--- src/rtl/axi_read_arbiter.sv ---
// axi_read_arbiter: round-robin two-master AXI read arbiter, one outstanding burst, gnt-routed R channel
module axi_read_arbiter #(
  parameter int ID_M_W = 4,
  parameter int ADDR_W = 32,
  parameter int DATA_W = 32,
  parameter int LEN_W  = 4
) (
  input  logic                ACLK,
  input  logic                ARESETn,
  input  logic [ID_M_W-1:0]   ARID_M0,
  input  logic [ADDR_W-1:0]   ARADDR_M0,
  input  logic [LEN_W-1:0]    ARLEN_M0,
  input  logic [2:0]          ARSIZE_M0,
  input  logic [1:0]          ARBURST_M0,
  input  logic                ARVALID_M0,
  output logic                ARREADY_M0,
  output logic [ID_M_W-1:0]   RID_M0,
  output logic [DATA_W-1:0]   RDATA_M0,
  output logic [1:0]          RRESP_M0,
  output logic                RLAST_M0,
  output logic                RVALID_M0,
  input  logic                RREADY_M0,
  input  logic [ID_M_W-1:0]   ARID_M1,
  input  logic [ADDR_W-1:0]   ARADDR_M1,
  input  logic [LEN_W-1:0]    ARLEN_M1,
  input  logic [2:0]          ARSIZE_M1,
  input  logic [1:0]          ARBURST_M1,
  input  logic                ARVALID_M1,
  output logic                ARREADY_M1,
  output logic [ID_M_W-1:0]   RID_M1,
  output logic [DATA_W-1:0]   RDATA_M1,
  output logic [1:0]          RRESP_M1,
  output logic                RLAST_M1,
  output logic                RVALID_M1,
  input  logic                RREADY_M1,
  output logic [2*ID_M_W-1:0] ARID_S,
  output logic [ADDR_W-1:0]   ARADDR_S,
  output logic [LEN_W-1:0]    ARLEN_S,
  output logic [2:0]          ARSIZE_S,
  output logic [1:0]          ARBURST_S,
  output logic                ARVALID_S,
  input  logic                ARREADY_S,
  input  logic [2*ID_M_W-1:0] RID_S,
  input  logic [DATA_W-1:0]   RDATA_S,
  input  logic [1:0]          RRESP_S,
  input  logic                RLAST_S,
  input  logic                RVALID_S,
  output logic                RREADY_S,
  output logic                BUSY
);
  typedef enum logic [1:0] {IDLE, ADDR, DATA} state_t;
  state_t state_q, state_d;
  logic gnt_q, gnt_d, prio_q, prio_d;
  logic in_addr, in_data;
  assign in_addr = state_q == ADDR;
  assign in_data = state_q == DATA;
  assign BUSY = state_q != IDLE;
  // AR fields follow gnt in every state; only the valid/ready qualifiers depend on state
  assign ARID_S    = {{(ID_M_W-1){1'b0}}, gnt_q, gnt_q ? ARID_M1 : ARID_M0};
  assign ARADDR_S  = gnt_q ? ARADDR_M1 : ARADDR_M0;
  assign ARLEN_S   = gnt_q ? ARLEN_M1 : ARLEN_M0;
  assign ARSIZE_S  = gnt_q ? ARSIZE_M1 : ARSIZE_M0;
  assign ARBURST_S = gnt_q ? ARBURST_M1 : ARBURST_M0;
  assign ARVALID_S  = in_addr & (gnt_q ? ARVALID_M1 : ARVALID_M0);
  assign ARREADY_M0 = in_addr & ~gnt_q & ARREADY_S;
  assign ARREADY_M1 = in_addr & gnt_q & ARREADY_S;
  assign RVALID_M0 = in_data & ~gnt_q & RVALID_S;
  assign RVALID_M1 = in_data & gnt_q & RVALID_S;
  assign RREADY_S  = in_data & (gnt_q ? RREADY_M1 : RREADY_M0);
  assign RID_M0   = RID_S[ID_M_W-1:0];
  assign RID_M1   = RID_S[ID_M_W-1:0];
  assign RDATA_M0 = RDATA_S;
  assign RDATA_M1 = RDATA_S;
  assign RRESP_M0 = RRESP_S;
  assign RRESP_M1 = RRESP_S;
  assign RLAST_M0 = RLAST_S;
  assign RLAST_M1 = RLAST_S;
  always_comb begin
    state_d = state_q;
    gnt_d   = gnt_q;
    prio_d  = prio_q;
    unique case (state_q)
      IDLE: if (ARVALID_M0 | ARVALID_M1) begin
        gnt_d   = (ARVALID_M0 & ARVALID_M1) ? prio_q : ARVALID_M1;
        state_d = ADDR;
      end
      ADDR: if (ARVALID_S & ARREADY_S) state_d = DATA;
      DATA: if (RVALID_S & RREADY_S & RLAST_S) begin
        state_d = IDLE;
        prio_d  = ~gnt_q;
      end
      default: state_d = IDLE;
    endcase
  end
  always_ff @(posedge ACLK or negedge ARESETn) begin
    if (!ARESETn) begin
      state_q <= IDLE;
      gnt_q   <= 1'b0;
      prio_q  <= 1'b0;
    end else begin
      state_q <= state_d;
      gnt_q   <= gnt_d;
      prio_q  <= prio_d;
    end
  end
endmodule

--- config.mk ---
export PLATFORM = sky130hd
export DESIGN_NAME = axi_read_arbiter
export DESIGN_NICKNAME = d
export VERILOG_FILES = /design/src/rtl/axi_read_arbiter.sv
export SDC_FILE = /design/constraint.sdc
export NUM_CORES = 1
export LEC_CHECK = 0
export CAP_MARGIN = 25
export CELL_PAD_IN_SITES_DETAIL_PLACEMENT = 0
export CELL_PAD_IN_SITES_GLOBAL_PLACEMENT = 2
export CORE_MARGIN = 10
export CORE_UTILIZATION = 10
export DETAILED_ROUTE_END_ITERATION = 10
export PLACE_DENSITY = 0.95
export SLEW_MARGIN = 40
export SYNTH_ARGS = -nofsm -noshare
export SYNTH_HDL_FRONTEND = slang
export SYNTH_SLANG_ARGS = --single-unit
--- constraint.sdc ---
create_clock -name ACLK -period 3.5 [get_ports ACLK]
set_input_delay 0.525 -clock ACLK [delete_from_list [all_inputs] [get_ports ACLK]]
set_output_delay 0.525 -clock ACLK [all_outputs]
set_load 0.01 [all_outputs]
==> metrics.txt <==
Max clock buf depth=2; routed len/inst=roughly 17 µm; Max Slew Vio Count=0; minimum clock period=2.66 ns; clk sinks=4; H-tree depth=1; RePlAce Congestion=approximately 0.8; worst min-delay path category=in -> async; Initial Util=approximately a tenth; ANT nets after route=0; worst r2r dst=prio_q$_DFFE_PN0P_; GRT Residual Overflow=0; mean post-synth cell area=between 8 and 9 µm²; total CTS buffers=3; mux share of post-synthesis cell area=between 30% and 40%; peak supply drop=0.000134 V; Cell Pwr Density=519 nW/µm²; Finished Layout Cells=416; Seq cells post-synth=4; crit path from=gnt_q$_DFFE_PN0P_; Synth Warn #=0; post-synth cell types=20; Max Clock Freq=roughly 0.38 GHz; Root Driver=clkbuf_16; Post-Synth Simple-Gate Area=under 10%; fillers=approximately 1500; CTS clk-pin slew, worst paths=~0.03 ns; vias in the first global route=around 1500; cts hold-fix bufs=0; Setup crit end=ARLEN_S[0]; total core area=13900 µm²; Fin Setup TNS=0 ns; routed vias=roughly 1300; initial antenna violation count=0; Adder-Cell Fraction of Synth Area=0%; maximum number of pins on one net before global-route repair=20; register area share after synthesis=approximately 7.1%; Total Routing Usage GR=6.72%; post-route core utilization=between 10% and 20%; Mapped Cells=162; # placed instances=between 400 and 500; Iter 0 DRT Violations=18; # DRC=0; Die H=between 100 and 150 µm; Die X=between 100 and 150 µm; hpwl dp=just over 6000 µm; drt pass-1 iters=4; Hold Vio Cnt, Final=0; Port Buf Inserts=153; clock latency on the worst-skew pair=around 0.23 ns; Vias/cell=between 3 and 4; number of max-cap violations=0; compound-gate portion of the synthesized area=under 10%; Reg2Reg Depth=3; startpoint types=register; final period utilization=~76%; Pwr Total=about 1.4 mW; largest fanout on the critical path=19; crit end category=output pin; Top-Level Pins=between 200 and 300; first-pass GRT wire length=10200 µm; RR Startpoint=gnt_q$_DFFE_PN0P_; Setup Viol. Count Final=0; WP data arrival=about 2.1 ns; fin nets=~380; RSZ-0062 raised after global routing=false; Synth Area in XOR/XNOR=0%; Post-CTS Resized=0; CTS tree=done; Post-CTS Repair Setup Buffers=0; Setup Skew=roughly 0.0046 ns; final WL=around 7000 µm; FP Rows=between 40 and 50; # diodes=0; WP data required=2.97 ns; leak pwr=around 0.96 nW; Syn Std Cell Area=between 1000 and 1500 µm²; R2R Setup Slk=1.98 ns; share of cells above drive strength 1=between 20% and 30%; run status=finished, final reports clean; Total Die Area=around 19000 µm²; Area Overhead vs Synth=85.5%; Setup Crit Path Kind=reg -> out; largest family of logic cells by synthesized area=buffers and inverters
-- state kept, by name, summed over array words and instances (netlist names) --
name	flops
state_q	2
gnt_q	1
prio_q	1
-- through the flow --
step           setup slack, ns  hold slack (ns)  cell area [µm²]
5_1_grt                  0.755            0.533             2630
3_5_place_dp             0.978            0.506             2550
6_report                 0.841            0.509             2630
4_1_cts                  0.790            0.519             2630
3_3_place_gp             0.981            0.492             2550
2_1_floorplan             1.87            0.229             1430
-- report_power, final --
group | switching, mW | total, mW | internal, mW
logic | 0.385 | 1.05 | 0.662
registers | 0.0611 | 0.132 | 0.0705
clock network | 0.0359 | 0.187 | 0.151
total | 0.482 | 1.37 | 0.884
-- cell families (layout without fill, tap and decap cells) --
group / Yosys count / after routing
buf+inv: 90 / 162
compound gates: 3 / 3
simple gates: 16 / 16
other cells: 1 / 3
flops: 4 / 4
mux: 48 / 48
-- placed cells by master, fill, tap and decap left out --
| cell type | netlist | final |
|---|---|---|
| a21oi_1 | 1 | 1 |
| mux2_2 | 45 | 45 |
| and2_1 | 1 | 1 |
| nand4_2 | 1 | 1 |
| clkbuf_16 | 0 | 3 |
| mux2i_1 | 1 | 1 |
| dfrtp_1 | 4 | 3 |
| clkbuf_1 | 0 | 1 |
| nor3b_1 | 1 | 1 |
| inv_1 | 2 | 2 |
| buf_4 | 83 | 3 |
| clkdlybuf4s50_1 | 0 | 153 |
| a31oi_1 | 1 | 1 |
| dfrtp_2 | 0 | 1 |
| nand3b_1 | 1 | 1 |
| conb_1 | 1 | 3 |
| nand2_1 | 3 | 3 |
| nor2_1 | 6 | 6 |
| nor3_1 | 2 | 2 |
| mux2_4 | 2 | 2 |
| and2b_1 | 1 | 1 |
| o2bb2ai_1 | 1 | 1 |
-- how the worst min path moves through the flow --
stage | slack, ns | endpoint | cells after the start
final | 0.51 | state_q[1]$_DFFE_PN0P_ | 1
after global routing | 0.53 | state_q[1]$_DFFE_PN0P_ | 1
after CTS | 0.52 | state_q[1]$_DFFE_PN0P_ | 1
after detailed placement | 0.51 | state_q[0]$_DFFE_PN0P_ | 1
after global placement | 0.49 | state_q[0]$_DFFE_PN0P_ | 1
after floorplan | 0.23 | gnt_q$_DFFE_PN0P_ | 0
-- routing by layer --
metal,vias to the layer above,share of wire [%],track usage [%]
met2,123,47,11.6
met5,-,0,0
met4,0,3.4,3.02
met3,39,14,3.60
met1,569,35,6.49
li1,598,-,-
-- critical path, cell delays in order (launching register included) --
cell,delay [ns]
dfrtp_2,0.63
buf_4,0.35
mux2_2,0.37
clkdlybuf4s50_1,0.54
-- cells in the mapped netlist --
library cell   n  share of area, %
a21oi_1        1              0.35
a31oi_1        1              0.44
and2_1         1              0.44
and2b_1        1              0.53
buf_2          4               1.4
buf_4         83                44
buf_6          1              0.79
conb_1         1              0.26
dfrtp_1        4               7.1
inv_1          2              0.53
mux2_2        45                36
mux2_4         2               2.1
mux2i_1        1              0.71
nand2_1        3              0.79
nand3b_1       1              0.53
nand4_2        1              0.88
nor2_1         6               1.6
nor3_1         2              0.71
nor3b_1        1              0.53
o2bb2ai_1      1              0.62
-- cell type report --
class / instances / area [µm²] / share of cell area, %
Tap cell: 180 / 225 / 8.56
Inverter: 2 / 7.51 / 0.285
Multi-Input combinational cell: 70 / 663 / 25.2
Sequential cell: 4 / 101 / 3.85
Clock buffer: 4 / 78.8 / 3.00
Timing Repair Buffer: 156 / 1550 / 59.1
(Power assumes the default switching activity.)
